## src/rtl/fetch_unit.sv

```systemverilog
// Instruction fetch stage: issues in-order inst_sram reads, tracks in-flight PCs,
// drops responses made stale by redirects and buffers results for decode.
module fetch_unit #(
  parameter logic [31:0] RESET_PC = 32'h1c000000,
  parameter int          MAX_OUT  = 2,
  parameter int          IQ_DEPTH = 4
) (
  input  logic        clk,
  input  logic        reset,
  input  logic        ds_allowin,
  output logic        fs_to_ds_valid,
  output logic [64:0] fs_to_ds_bus,
  input  logic        excp_flush,
  input  logic [31:0] eentry,
  input  logic        ertn_flush,
  input  logic [31:0] era,
  input  logic        br_taken,
  input  logic [31:0] br_target,
  output logic        inst_sram_req,
  output logic [31:0] inst_sram_addr,
  input  logic        inst_sram_addr_ok,
  input  logic        inst_sram_data_ok,
  input  logic [31:0] inst_sram_rdata,
  output logic        inst_sram_wr,
  output logic [1:0]  inst_sram_size,
  output logic [3:0]  inst_sram_wstrb,
  output logic [31:0] inst_sram_wdata
);
  localparam int IQW = (IQ_DEPTH > 1) ? $clog2(IQ_DEPTH) : 1;
  localparam int IFW = (MAX_OUT > 1) ? $clog2(MAX_OUT) : 1;
  localparam int CW  = 5;
  localparam logic [CW-1:0]  MAX_OUT_C  = CW'(MAX_OUT);
  localparam logic [CW-1:0]  IQ_DEPTH_C = CW'(IQ_DEPTH);
  localparam logic [IFW-1:0] IF_LAST    = IFW'(MAX_OUT - 1);

  logic [31:0]    fpc_q, fpc_d;
  logic           halt_q, halt_d;
  logic           run_q;
  logic [CW-1:0]  outstanding_q, outstanding_d;
  logic [CW-1:0]  discard_q, discard_d;
  logic [64:0]    iq_q [IQ_DEPTH];
  logic [64:0]    iq_d [IQ_DEPTH];
  logic [IQW-1:0] iq_head_q, iq_head_d, iq_tail_q, iq_tail_d;
  logic [CW-1:0]  iq_count_q, iq_count_d;
  logic [31:0]    ifl_pc_q [MAX_OUT];
  logic [31:0]    ifl_pc_d [MAX_OUT];
  logic [IFW-1:0] ifl_rd_q, ifl_rd_d, ifl_wr_q, ifl_wr_d;

  logic        redirect, iq_room, fetch_ok, req_hs, adef_push, resp_keep;
  logic        iq_push, iq_pop;
  logic [31:0] redirect_pc;

  function automatic logic [IFW-1:0] ifl_next(input logic [IFW-1:0] p);
    return (p == IF_LAST) ? '0 : p + 1'b1;
  endfunction

  always_comb begin
    redirect = excp_flush | ertn_flush | br_taken;
    if (excp_flush)      redirect_pc = eentry;
    else if (ertn_flush) redirect_pc = era;
    else                 redirect_pc = br_target;

    // Queue credit counts requests already accepted so every response has a slot.
    iq_room        = (outstanding_q + iq_count_q) < IQ_DEPTH_C;
    fetch_ok       = run_q && !redirect && !halt_q;
    inst_sram_req  = fetch_ok && (fpc_q[1:0] == 2'b00) &&
                     ((outstanding_q + discard_q) < MAX_OUT_C) && iq_room;
    req_hs         = inst_sram_req && inst_sram_addr_ok;
    adef_push      = fetch_ok && (fpc_q[1:0] != 2'b00) && iq_room;
    resp_keep      = inst_sram_data_ok && (discard_q == '0) && !redirect;
    fs_to_ds_valid = (iq_count_q != '0) && !redirect;
    iq_pop         = fs_to_ds_valid && ds_allowin;
    iq_push        = resp_keep || adef_push;

    fpc_d         = fpc_q;
    halt_d        = halt_q;
    outstanding_d = outstanding_q;
    discard_d     = discard_q;
    iq_d          = iq_q;
    iq_head_d     = iq_head_q;
    iq_tail_d     = iq_tail_q;
    iq_count_d    = iq_count_q;
    ifl_pc_d      = ifl_pc_q;
    ifl_rd_d      = ifl_rd_q;
    ifl_wr_d      = ifl_wr_q;

    if (iq_push)
      iq_d[iq_tail_q] = resp_keep ? {ifl_pc_q[ifl_rd_q], inst_sram_rdata, 1'b0}
                                  : {fpc_q, 32'h0, 1'b1};

    if (redirect) begin
      // Everything still in flight becomes a response to drop.
      fpc_d         = redirect_pc;
      halt_d        = 1'b0;
      iq_head_d     = '0;
      iq_tail_d     = '0;
      iq_count_d    = '0;
      outstanding_d = '0;
      discard_d     = discard_q + outstanding_q + CW'(req_hs) - CW'(inst_sram_data_ok);
    end else begin
      if (req_hs)    fpc_d  = fpc_q + 32'd4;
      if (adef_push) halt_d = 1'b1;
      outstanding_d = outstanding_q + CW'(req_hs) - CW'(resp_keep);
      if (inst_sram_data_ok && (discard_q != '0)) discard_d = discard_q - CW'(1);
      if (iq_push) iq_tail_d = iq_tail_q + 1'b1;
      if (iq_pop)  iq_head_d = iq_head_q + 1'b1;
      iq_count_d = iq_count_q + CW'(iq_push) - CW'(iq_pop);
    end

    if (req_hs) begin
      ifl_pc_d[ifl_wr_q] = fpc_q;
      ifl_wr_d           = ifl_next(ifl_wr_q);
    end
    if (inst_sram_data_ok) ifl_rd_d = ifl_next(ifl_rd_q);
  end

  always_ff @(posedge clk or posedge reset) begin
    if (reset) begin
      fpc_q         <= RESET_PC;
      halt_q        <= 1'b0;
      run_q         <= 1'b0;
      outstanding_q <= '0;
      discard_q     <= '0;
      iq_q          <= '{default: '0};
      iq_head_q     <= '0;
      iq_tail_q     <= '0;
      iq_count_q    <= '0;
      ifl_pc_q      <= '{default: '0};
      ifl_rd_q      <= '0;
      ifl_wr_q      <= '0;
    end else begin
      fpc_q         <= fpc_d;
      halt_q        <= halt_d;
      run_q         <= 1'b1;
      outstanding_q <= outstanding_d;
      discard_q     <= discard_d;
      iq_q          <= iq_d;
      iq_head_q     <= iq_head_d;
      iq_tail_q     <= iq_tail_d;
      iq_count_q    <= iq_count_d;
      ifl_pc_q      <= ifl_pc_d;
      ifl_rd_q      <= ifl_rd_d;
      ifl_wr_q      <= ifl_wr_d;
    end
  end

  assign fs_to_ds_bus    = iq_q[iq_head_q];
  assign inst_sram_addr  = fpc_q;
  assign inst_sram_wr    = 1'b0;
  assign inst_sram_size  = 2'b10;
  assign inst_sram_wstrb = 4'h0;
  assign inst_sram_wdata = 32'h0;

  // A response must always find a free queue slot and a tracked request.
  assert property (@(posedge clk) disable iff (reset)
    !(iq_push && !iq_pop && (iq_count_q == IQ_DEPTH_C)));
  assert property (@(posedge clk) disable iff (reset)
    !(inst_sram_data_ok && ((outstanding_q + discard_q) == '0)));
endmodule

```

## config.mk

```make
export PLATFORM = sky130hd
export DESIGN_NAME = fetch_unit
export DESIGN_NICKNAME = d
export VERILOG_FILES = /design/src/rtl/fetch_unit.sv
export SDC_FILE = /design/constraint.sdc
export NUM_CORES = 1
export LEC_CHECK = 0
export ABC_CLOCK_PERIOD_IN_PS = 16510
export BUFFER_PORTS_ARGS = -buffer_cell sky130_fd_sc_hd__buf_2
export CAP_MARGIN = 0
export CORE_UTILIZATION = 43
export DETAILED_ROUTE_END_ITERATION = 10
export HOLD_SLACK_MARGIN = 0.06
export SYNTH_ARGS = -nofsm -noshare
export SYNTH_HDL_FRONTEND = slang
export SYNTH_SLANG_ARGS = --single-unit
```

## constraint.sdc

```tcl
create_clock -name clk -period 16.51 [get_ports clk]
set_input_delay 4.953 -clock clk [delete_from_list [all_inputs] [get_ports clk]]
set_output_delay 4.953 -clock clk [all_outputs]
set_load 0.03 [all_outputs]
```

==> results.md <==
- Buf/Inv on CP: 4
- Worst EP required: roughly 12000 ps
- Die W: 210.8 µm
- Vias: roughly 13000
- Root buf cell: clkbuf_16
- Clock Skew: ~23 ps
- F_max: around 87 MHz
- Setup TNS Final: 0 ps
- Final core occ: 49.89%
- Fin. max-slew vios: 0
- Pwr per Cell Area: 119.3 nW/µm²
- Post-CTS Setup Inserts: 0
- DRC viols: 0
- Fill cell count: 3822
- Gate Count Post-Synth: 1504
- Pwr Total: 2.565 mW
- I/O pins: 274
- CTS hold repair buffers: 0
- Post-synthesis sequential area ratio: 50.60%
- Post-synth top flop: dfrtp_1
- Clock tree sinks: between 300 and 400
- Commonest non-fill, non-tap cell in the layout: dfrtp_1
- Layout cell share with drive strength beyond 1: 31.03%
- Layout Nets: 1848
- Multi-input gate area: 8339 µm²
- Die Ht: 210.8 µm
- Avg WL per Cell: 21.12 µm
- H-tree depth: 2
- Max-cap violations: 0
- Setup Viol. Count Final: 0
- Relative max-transition margin: between 20% and 30%
- Num CTS Buffers: 43
- Final period util: between 60% and 70%
- Total track usage: 22.18%
- Fin cells: 2291
- Area Overhead vs Synth: 14.61%
- PortBufs: around 230
- CTS max path bufs: 3
- Largest net degree at the start of global routing: 203
- Post-synth ARST share: 100.0%
- Static Leak: between 10 and 15 nW
- Via-to-Cell Ratio: 5.753
- Post-CTS sizing: 0
- Final ANT Viol Nets: 0
- CP max stage cell: buf_4
- Clk slew on worst S/H paths: 60 ps
- Crit Path Class: input pin to primary output
- Initial antenna violation count: 3
- Status: completed
- Yosys warns: 0
- Fin. Hold Viols: 0
- Most frequent cells in the layout: dfrtp_1, buf_2, mux2_2, a32o_1, o21ai_0
- Worst-path cell chain: buf_2, buf_4, nor3_2, buf_4, o2111a_1, o31a_1, buf_2
- RD Place Congestion: 0.9117
- First drt pass iteration count: 5
- Core Area: 43080 µm²
- Dpl cell area: 20100 µm²
- First-pass GRT wire length: 76590 µm
- Nature of the critical path startpoint: input pin
- FF+latch area: about 9500 µm²
- Post-Syn Area: 18750 µm²
- Final Instance Area: 21490 µm²
- Class of the worst hold path: flop to flop
- Worst skew pair latency: about 580 ps
- WP data arrival: 6580 ps
- RSZ-0062 raised after global routing: false
- Post-synth EDFFs: 0
- Die area: approximately 44000 µm²
- Final WL: 48380 µm
- Worst-Margin Slew: around 1200 ps
- Placed Cells: 2216
- Total gr overflow: 0
- Yosys reg bits: about 380
- CTS tree: yes
- Vias in the first global route: 13370
- Mean Syn Cell Area: 12.47 µm²
- Final Critical Period: 11530 ps
- Endpoint class of the critical path: primary output
- Post-DP HPWL: 30310 µm
- Distinct cells, synth: 68
- Row Count: 76
- 1st-iter DRT viols: 897
- CP top delay family: buffers and inverters
- Starting Density: 43.53%
- Max FO, Critical Path: 61
- CP peak stage delay: 350 ps
- Peak supply drop: 0.06970 mV
## metal layers
metal / track usage, % / share of wire (%)
met1: 30.55 / 45
met3: 3.940 / 5.5
met5: 0 / 0.048
met2: 35.88 / 48
met4: 6.522 / 2.2
## through the flow
step                      setup WS [ps]  hold WS (ps)
after floorplan                    1033         449.2
after global placement             5002         461.8
after detailed placement           4995         471.4
after CTS                          4990         484.3
after global routing               4853         500.3
final                              4980         483.5
## power breakdown
part	internal [mW]	switching (mW)	leakage (nW)	total [mW]
sequential	1.01	0.0717	5.13	1.08
combinational	0.214	0.329	4.35	0.542
clock	0.553	0.386	0.674	0.939
## path summary, 6_finish.rpt
path	start	to	slack, ps	cells past startpoint
worst max-delay path	excp_flush	inst_sram_req	4980	7
worst min-delay path	iq_q[113]$_DFFE_PP0P_	iq_q[113]$_DFFE_PP0P_	480	1
worst max register to register	outstanding_q[1]$_DFF_PP0_	iq_q[129]$_DFFE_PP0P_	12170	8
worst min register to register	iq_q[113]$_DFFE_PP0P_	iq_q[113]$_DFFE_PP0P_	480	1
max in group asynchronous	reset	iq_q[165]$_DFFE_PP0P_	9740	4
min in group asynchronous	reset	iq_q[30]$_DFFE_PP0P_	4510	2
## sequential cells by signal, summed over array words and instances, names as in the netlist
register / flops
discard_q: 5
halt_q: 1
ifl_pc_q: 64
ifl_rd_q: 1
ifl_wr_q: 1
inst_sram_addr: 32
iq_count_q: 5
iq_head_q: 2
iq_q: 260
iq_tail_q: 2
outstanding_q: 5
run_q: 1
## kinds of logic after synthesis
logic type	synth area share [%]
fa+ha+maj	2.562
compound gates	15.51
buf+inv	5.745
mux	19.42
xor+xnor	1.148
flops	50.60
other cells	0.04005
simple gates	4.971
## area by class of cell
class,instances,share of cell area (%)
clock buffers,60,5.537
repair buffers,256,6.334
flip-flops and latches,379,44.18
clock inverters,14,0.9082
multi-input cells,951,38.80
inverters,45,0.8209
diodes,1,0.01164
well taps,585,3.406
## synthesized netlist by cell type, drive strengths merged (4+ instances only)
master / instances / area, µm²
dfrtp: 376 / 9409
mux2: 157 / 1768
a32o: 128 / 1281
o21ai: 100 / 545.5
buf: 92 / 626.9
a21oi: 76 / 380.4
clkbuf: 75 / 281.5
nor2: 70 / 262.8
mux4: 65 / 1464
nand2: 48 / 180.2
inv: 44 / 165.2
mux2i: 41 / 410.4
ha: 32 / 400.4
a31oi: 16 / 100.1
nand3: 14 / 70.07
a22oi: 12 / 90.09
nor3: 11 / 66.32
xnor2: 11 / 96.34
xor2: 11 / 96.34
o22ai: 10 / 62.56
and3: 9 / 56.30
nand4: 9 / 56.30
and2: 8 / 50.05
nor2b: 8 / 50.05
a21o: 7 / 52.55
a211oi: 6 / 45.04
a221o: 6 / 60.06
nand3b: 5 / 37.54
fa: 4 / 80.08
Note: power is estimated with default switching activity, not from simulation.
